File: src/rtl/mem_trace_watch.sv
// Data-memory access tracer with address watchpoints and a sticky halt request.
// Latency: an access sampled at edge N is visible on trace_* after edge N (no same-cycle bypass).
// Backpressure: trace_ready throttles the drain; a push into a full FIFO with no pop is dropped and counted.
//
// Ports:
//   clk, reset            rising-edge clock, synchronous active-high reset (clears all state)
//   pc/mem_*              core data-memory port snoop: PC, strobes, address, store data, load data
//   capture_mode          0 = record every access, 1 = record watchpoint hits only
//   cfg_*                 watchpoint config write (index >= NUM_WP ignored), mode 00 off/01 rd/10 wr/11 any
//   clear                 clears halt_req, halt_wp and drop_count
//   trace_*               first-word-fall-through head of the trace FIFO plus occupancy
//   drop_count            saturating count of entries lost to a full FIFO
//   halt_req, halt_wp     sticky first-hit flag and lowest channel index of that hit

// Generic storage FIFO, first-word-fall-through, level-tracked.
// Latency: a push at edge N is at the head after edge N when the FIFO was empty.
// Backpressure: push_vld is accepted when not full or when a pop happens on the same edge.
module fifo #(
   parameter int W     = 8,
   parameter int DEPTH = 16,
   parameter int LW    = $clog2(DEPTH) + 1
) (
   input  logic          clk,
   input  logic          reset,
   input  logic          push_vld,
   input  logic [W-1:0]  push_dat,
   input  logic          pop_rdy,
   output logic          head_vld,
   output logic [W-1:0]  head_dat,
   output logic [LW-1:0] level,
   output logic          full
);

   localparam int AW = $clog2(DEPTH);

   logic [W-1:0]  mem [DEPTH];
   logic [AW-1:0] wr_ptr;
   logic [AW-1:0] rd_ptr;
   logic          do_push;
   logic          do_pop;

   assign head_vld = (level != '0);
   assign full     = (level == LW'(DEPTH));
   assign do_pop   = pop_rdy && head_vld;
   // A pop on the same edge frees the slot being written, so full does not block.
   assign do_push  = push_vld && (!full || do_pop);
   assign head_dat = mem[rd_ptr];

   always_ff @(posedge clk) begin
      if (reset) begin
         wr_ptr <= '0;
         rd_ptr <= '0;
         level  <= '0;
      end else begin
         if (do_push) wr_ptr <= wr_ptr + AW'(1);
         if (do_pop)  rd_ptr <= rd_ptr + AW'(1);
         level <= level + LW'(do_push) - LW'(do_pop);
      end
   end

   // Storage carries no reset; head_vld qualifies its contents.
   always_ff @(posedge clk) begin
      if (do_push) mem[wr_ptr] <= push_dat;
   end

endmodule

module mem_trace_watch #(
   parameter int XLEN   = 32,
   parameter int DEPTH  = 16,
   parameter int NUM_WP = 4,
   parameter int DROP_W = 8
) (
   input  logic                      clk,
   input  logic                      reset,
   input  logic [XLEN-1:0]           pc,
   input  logic                      mem_write,
   input  logic                      mem_read,
   input  logic [XLEN-1:0]           mem_addr,
   input  logic [XLEN-1:0]           mem_wdata,
   input  logic [XLEN-1:0]           mem_rdata,
   input  logic                      capture_mode,
   input  logic                      cfg_we,
   input  logic [2:0]                cfg_idx,
   input  logic [XLEN-1:0]           cfg_addr,
   input  logic [1:0]                cfg_mode,
   input  logic                      clear,
   output logic                      trace_valid,
   input  logic                      trace_ready,
   output logic [XLEN-1:0]           trace_pc,
   output logic [XLEN-1:0]           trace_addr,
   output logic [XLEN-1:0]           trace_data,
   output logic                      trace_is_write,
   output logic [NUM_WP-1:0]         trace_wp_hit,
   output logic [$clog2(DEPTH):0]    trace_level,
   output logic [DROP_W-1:0]         drop_count,
   output logic                      halt_req,
   output logic [2:0]                halt_wp
);

   localparam int LW = $clog2(DEPTH) + 1;

   typedef struct packed {
      logic [XLEN-1:0]   pc;
      logic [XLEN-1:0]   addr;
      logic [XLEN-1:0]   data;
      logic              is_write;
      logic [NUM_WP-1:0] wp_hit;
   } entry_t;

   logic [XLEN-1:0]   wp_addr [NUM_WP];
   logic [1:0]        wp_mode [NUM_WP];

   logic              access;
   logic              is_write;
   logic [NUM_WP-1:0] hit;
   logic              any_hit;
   logic [2:0]        lo_idx;
   logic              push;
   logic              pop;
   logic              full;
   logic              drop;
   entry_t            in_entry;
   entry_t            head_raw;
   entry_t            head;

   // Simultaneous strobes are treated as a store.
   assign access   = mem_write || mem_read;
   assign is_write = mem_write;

   // Watchpoint configuration; a write lands at this edge, so the hit logic
   // below only ever sees configuration from earlier cycles.
   always_ff @(posedge clk) begin
      if (reset) begin
         for (int i = 0; i < NUM_WP; i++) begin
            wp_addr[i] <= '0;
            wp_mode[i] <= 2'b00;
         end
      end else if (cfg_we) begin
         for (int i = 0; i < NUM_WP; i++) begin
            if (int'(cfg_idx) == i) begin
               wp_addr[i] <= cfg_addr;
               wp_mode[i] <= cfg_mode;
            end
         end
      end
   end

   // Mode bit 1 enables store matches, bit 0 enables load matches.
   always_comb begin
      hit = '0;
      for (int i = 0; i < NUM_WP; i++) begin
         hit[i] = access && (mem_addr == wp_addr[i]) &&
                  (is_write ? wp_mode[i][1] : wp_mode[i][0]);
      end
   end

   assign any_hit = |hit;

   // Descending scan so the lowest hitting channel is the last assignment.
   always_comb begin
      lo_idx = 3'd0;
      for (int i = NUM_WP - 1; i >= 0; i--) begin
         if (hit[i]) lo_idx = 3'(i);
      end
   end

   assign push = access && (!capture_mode || any_hit);
   assign pop  = trace_valid && trace_ready;
   assign drop = push && full && !pop;

   always_comb begin
      in_entry          = '0;
      in_entry.pc       = pc;
      in_entry.addr     = mem_addr;
      in_entry.data     = is_write ? mem_wdata : mem_rdata;
      in_entry.is_write = is_write;
      in_entry.wp_hit   = hit;
   end

   fifo #(
      .W     ($bits(entry_t)),
      .DEPTH (DEPTH),
      .LW    (LW)
   ) u_trace_fifo (
      .clk      (clk),
      .reset    (reset),
      .push_vld (push),
      .push_dat (in_entry),
      .pop_rdy  (trace_ready),
      .head_vld (trace_valid),
      .head_dat (head_raw),
      .level    (trace_level),
      .full     (full)
   );

   // Storage is not reset, so the head fields are forced to zero when empty.
   assign head           = trace_valid ? head_raw : '0;
   assign trace_pc       = head.pc;
   assign trace_addr     = head.addr;
   assign trace_data     = head.data;
   assign trace_is_write = head.is_write;
   assign trace_wp_hit   = head.wp_hit;

   // Saturating drop counter; on a clear edge it restarts from the current drop.
   always_ff @(posedge clk) begin
      if (reset) begin
         drop_count <= '0;
      end else if (clear) begin
         drop_count <= DROP_W'(drop);
      end else if (drop && (drop_count != {DROP_W{1'b1}})) begin
         drop_count <= drop_count + DROP_W'(1);
      end
   end

   // Sticky halt: only the first hit latches halt_wp. A hit coinciding with
   // clear re-arms immediately, so the hit takes priority over the clear.
   always_ff @(posedge clk) begin
      if (reset) begin
         halt_req <= 1'b0;
         halt_wp  <= 3'd0;
      end else if (any_hit && (!halt_req || clear)) begin
         halt_req <= 1'b1;
         halt_wp  <= lo_idx;
      end else if (clear) begin
         halt_req <= 1'b0;
         halt_wp  <= 3'd0;
      end
   end

endmodule

File: config.mk
export PLATFORM = sky130hd
export DESIGN_NAME = mem_trace_watch
export DESIGN_NICKNAME = d
export VERILOG_FILES = /design/src/rtl/mem_trace_watch.sv
export SDC_FILE = /design/constraint.sdc
export NUM_CORES = 2
export LEC_CHECK = 0
export BUFFER_PORTS_ARGS = -buffer_cell sky130_fd_sc_hd__buf_2
export CORE_MARGIN = 3
export CORE_UTILIZATION = 57
export DETAILED_ROUTE_END_ITERATION = 8
export GPL_TIMING_DRIVEN = 0
export PLACE_DENSITY_LB_ADDON = 0.08
export SLEW_MARGIN = 0
export SYNTH_ARGS = -nofsm -noshare
export SYNTH_HDL_FRONTEND = slang
export SYNTH_HIERARCHICAL = 1
export SYNTH_SLANG_ARGS = --single-unit
File: constraint.sdc
create_clock -name clk -period 15.9 [get_ports clk]
set_input_delay 2.385 -clock clk [delete_from_list [all_inputs] [get_ports clk]]
set_output_delay 2.385 -clock clk [all_outputs]
set_load 0.05 [all_outputs]
After elaboration in Yosys (flattened, before gate mapping):

Memory sizes are Yosys's and may differ from the RTL's. A register that Yosys moved wholly into a read port is not among the register bits.
Index checks and enable logic that the tools add are counted.

* register bits: 25
* bits in latches: 0
* memory bits (writable): 1752
* bits in read-only memories: 0
* input port bits: 173
* output and inout bits: 119
* logic and storage cells: 107
* memories: 3

* add/subtract/negate cells: 5
* multipliers: 0
* divide/modulo/power cells: 0
* magnitude comparators: 0
* equality and inequality tests: 9
* shift-type cells: 0
* mux-type cells: 46
* bitwise gates (word level): 8
* reduce and logical (&&, ||, !) cells: 29

Memories
* u_trace_fifo.mem: depth 16, bits a word 101, rd ports 1, clocked after memory_dff 1, write ports 1, line 36 `logic [W-1:0] mem [DEPTH];`
* wp_addr: depth 4, bits a word 32, rd ports 4, clocked after memory_dff 0, write ports 4, line 111 `logic [XLEN-1:0] wp_addr [NUM_WP];`
* wp_mode: depth 4, bits a word 2, rd ports 4, clocked after memory_dff 0, write ports 4, line 112 `logic [1:0] wp_mode [NUM_WP];`

Operators by type and width (number)
* two-way mux 32 bit: 5
* == test 32 bit: 4
* two-way mux 101 bit: 1
* two-way mux 1 bit: 28
* logical AND 1 bit: 15
* two-way mux 3 bit: 5
* two-way mux 2 bit: 5
* adder 4 x 1 -> 4 bit, second input constant: 2
* adder 8 x 1 -> 8 bit, second input constant: 1
* two-way mux 4 bit: 2
* != test 8 bit, second input constant: 1
* bitwise OR 1 bit: 8
* == test 3 bit, second input constant: 2
* adder 5 x 1 -> 5 bit: 1
* == test 5 bit, second input constant: 1
* nonzero test 5 bit: 1
* subtractor 5 x 1 -> 5 bit: 1
* zero test 1 bit: 4
* logical OR 1 bit: 4
* nonzero test 2 bit: 2
* OR reduction 4 bit: 1
* == test 3 x 2 -> 1 bit, second input constant: 1
* zero test 3 bit: 1
* OR reduction 2 bit: 1

Logic depth before layout (Yosys ltp):

An unclocked memory read counts as a cell.

* depth after elaboration: 12
* gate-level depth with buffers: 18
* depth with buffers taken out: 16

Modules after synthesis:

The synthesis kept the hierarchy.

Modules (own cells, without submodules)
* fifo: instances 1, cells an instance 2574, area each 61288.8 µm², sequential area each 48866.9 µm²
* mem_trace_watch: instances 1, cells an instance 715, area each 8321.7 µm², sequential area each 4304.1 µm²

Least setup slack after synthesis:

Ideal clock, no wire load.

* kind: input-to-reg
* start: input port mem_addr[11]
* end: memory u_trace_fifo/mem[4][0] in the netlist's numbering (enable)
* setup time: 0.685 ns
* arrival: 11.347 ns
* required time: 15.215 ns
* path slack: 3.868 ns
* cell stages on the path: 10
* buffers on the path: 2
* cell sequence: clkbuf_1 -> xor2_1 -> nor4_1 -> nand3_1 -> a2111oi_4 -> nor4_4 -> a21oi_1 -> o21ai_1 -> buf_2 -> nor3_1

* word-level cells in the longest chain between the ends: 9
* elaborated cells on any way between the ends: 18
* classes of those cells: eq/ne (4); mux (2); reduce/logical (12)

RTL lines
* start, declared: line 79 `input logic [XLEN-1:0] mem_addr,`
* == test 32 bit: line 153 `hit[i] = access && (mem_addr == wp_addr[i]) &&`
* logical AND 1 bit (2 in a row): line 153
* net hit[3]: line 116 `logic [NUM_WP-1:0] hit;`
* OR reduction 4 bit: line 158 `assign any_hit = |hit;`
* logical OR 1 bit: line 168 `assign push = access && (!capture_mode || any_hit);`
* logical AND 1 bit: line 168
* net push: line 119 `logic push;`
* logical AND 1 bit: line 46 `assign do_push = push_vld && (!full || do_pop);`
* two-way mux 1 bit: line 63 `if (do_push) mem[wr_ptr] <= push_dat;`
* two-way mux 1 bit (not written as such): line 63
* end, declared: line 36

The timed path passes the listed nets, and every way through them passes these cells.

Worst setup path in the final report:

* start: input port mem_addr[11]
* end: memory u_trace_fifo/mem[6][76] in the netlist's numbering (enable)

The elaborated chain is that of the path after synthesis.

==> results.cfg <==
[grt]
grt_pass1_vias = 36500
grt_pass1_wl_um = 249000
grt_remaining_overflow = 0
grt_max_degree = 47
track_usage_pct = 27.6
antenna_found_initial = 7

[die]
die_w_um = 355
die_height_um = 355
ioPinCount = 292
placement_rows = 127
dieArea_mm2 = 0.126
core_area_mm2 = 0.121
initial_core_util_pct = 57.7

[worst_setup_path]
crit_path_top_delay_cell = nor4_4
crit_required_ps = 16360
cp-end-kind = flop
cp-start-kind = primary input
cpMostUsedCell = buf_6
arrival_ps = 7930
max_stage_delay_ps = 1080
critPathLaunch = mem_addr[11]
r2r-start = wp_addr[3][30]
path_max_fanout = 20
path_cells = buf_2 > clkbuf_1 > xor2_1 > nor4_1 > nand4_1 > nor4_4 > nor4_4 > a21oi_1 > o21ai_1 > buf_2 > nor3_2 > buf_8 > buf_6 > buf_6 > buf_6 > buf_6
path_class = primary input to flop

[yosys]
syn_area_per_cell_um2 = 21.2
syn_area_mm2 = 0.0696
synth_cell_type_count = 52
synth.net_count = 3475
netlist_instances = 3289
ys.flop_type = edfxtp_1
synth.largest_area_cell = edfxtp_1
synth_top_area_share_pct = 75.6
synth-async-reset-ratio_pct = 0
ys_warn_count = 6
synth_seq_area_share_pct = 76.4
synth-edff-count = 1752
synth_area_leaders = edfxtp_1 76%, mux4_2 13%, a22oi_1 2.2%
yosys_register_bits = 1780

[cts]
insertion_delay_ps = 770
cts_resized = 0
cts_buffer_depth = 3
post_cts_buffers = 0
numClockSinks = 1780
htreeDepth = 4
hold_buffers = 0
cts_tree = done
root_buffer = clkbuf_16
clk_pin_slew_worst_paths_ps = 60
numCtsBuffers = 176

[timing]
report.final.slew_viol_count = 0
fmax_mhz = 134
finalHoldViolations = 0
clock_skew_ps = 27.0
finalCriticalPeriod_ps = 7470
maxSlewHeadroom_pct = 2.94
fin_crit_sh_pct = 47.0
tns_ps = 0
setup_viol = 0
tightest_slew_ps = 1460
setup_slack_ps = 8430
rsz0062_at_grt = false

[placement]
place_congestion = 0.864
io_buffers = 289
dpl.hpwl_um = 109000
pre_cts_slack_ps = 7450

[pwr]
powerDensity_mw_per_mm2 = 153
p_leak_uw = 0.0259
vdd_drop_max_v = 0.000135

[worst_hold_path]
holdCritStartpoint = drop_count[5]
min_path_type = flop to flop

[cells_and_area]
syn_to_final_growth_pct = 15.0
fin_util_pct = 66.4
nNetsFinal = 4028
layout_common_cells = 1752 x edfxtp_1, 404 x mux4_2, 322 x buf_2
final_common_cell = edfxtp_1
drive_gt1_share_pct = 28.9

[routing]
drtAntennaViolNets = 0
wl_per_cell_um = 30.8
post_drt_via_cell_ratio = 6.36
num_vias = 35600
first_pass_iters = 5
drc_errors = 0
drt_iter0_markers = 4184
drt_wl_total_um = 172000

[status]
status = complete, no violations

[job]
maxCapViolations = 0
-- metal layers --
metal	up-vias	part of all wire [%]	routed length [um]	global-route usage, %
met4	2	2.3	3990	7.38
met3	235	9.0	15500	4.90
met1	18800	39	67200	39.4
met2	1861	50	85500	44.9
met5	-	0.0076	13	0
li1	14700	-	-	-
-- worst max-delay path, delay by kind of cell --
kind,cells,cell delay (ps)
XOR/XNOR,1,140
buffers and inverters,8,1990
AND/OR/NAND/NOR,5,2840
AO/OA/AOI/OAI,2,500
-- sequential cells by signal, indices dropped and copies added (netlist names), named ones only --
name,cells
wp_mode,8
drop_count,8
u_trace_fifo/rd_ptr,4
u_trace_fifo/wr_ptr,4
u_trace_fifo/mem,1616
u_trace_fifo/level,5
halt_req,1
wp_addr,128
halt_wp,2
-- per-stage QoR --
stage               total power [uW]  hold WS, ps  instance area (um^2)  instances
floorplan                       7570          455                 69600       3289
global placement                8410          481                 73100       5190
detailed placement              8460          506                 74600       5274
CTS                            12400          515                 80000       5587
global route                   12700          544                 80100       5590
finish                         12300          519                 80100       5591
-- final timing paths --
| check | to | slack [ps] | cells past startpoint |
|---|---|---|---|
| min | drop_count[5] | 520 | 2 |
| max | u_trace_fifo/mem[6][76] | 8430 | 16 |
| max reg2reg | u_trace_fifo/mem[6][76] | 10200 | 14 |
| min reg2reg | drop_count[5] | 520 | 2 |
-- synthesized netlist by cell type, types with 4 or more instances --
cell type / count
nor2_1: 22
clkbuf_1: 89
mux2i_1: 8
a21oi_1: 14
ha_1: 12
xor2_1: 117
mux4_2: 404
a22oi_1: 203
buf_2: 33
nand3_1: 17
and2_1: 242
nand4_1: 7
nor4_1: 28
buf_6: 26
dfxtp_1: 28
buf_4: 17
edfxtp_1: 1752
buf_1: 7
mux2_2: 32
a31o_2: 4
nor2b_1: 11
or3_1: 6
xnor2_1: 17
and3_1: 5
inv_1: 16
nand2_1: 125
nor3_1: 11
-- kinds of logic after synthesis --
| logic type | after synthesis | synth area share, % |
|---|---|---|
| buffers and inverters | 189 | 1.45 |
| flip-flops | 1780 | 76.4 |
| adder cells (fa/ha/maj) | 13 | 0.244 |
| AO/OA/AOI/OAI | 239 | 2.62 |
| AND/OR/NAND/NOR | 489 | 3.91 |
| multiplexers | 444 | 13.7 |
| XOR/XNOR | 134 | 1.69 |
| other | 1 | 0.00539 |
-- area by class of cell --
cell class	count	area, um^2
flip-flops and latches	1780	53200
clock inverters	93	748
plain buffers	172	950
fillers	7809	40500
well taps	1612	2020
clock buffers	220	4710
inverters	17	63.8
repair buffers	375	2910
diodes	2	5.00
multi-input cells	1320	15500
-- report_power, final --
| group | switching [uW] | internal [uW] | leakage (uW) |
|---|---|---|---|
| clock | 1670 | 2280 | 0.00268 |
| sequential | 36.4 | 5270 | 0.0161 |
| combinational | 1920 | 1110 | 0.00712 |
| total | 3620 | 8650 | 0.0259 |
Note: power is estimated with default switching activity, not from simulation.
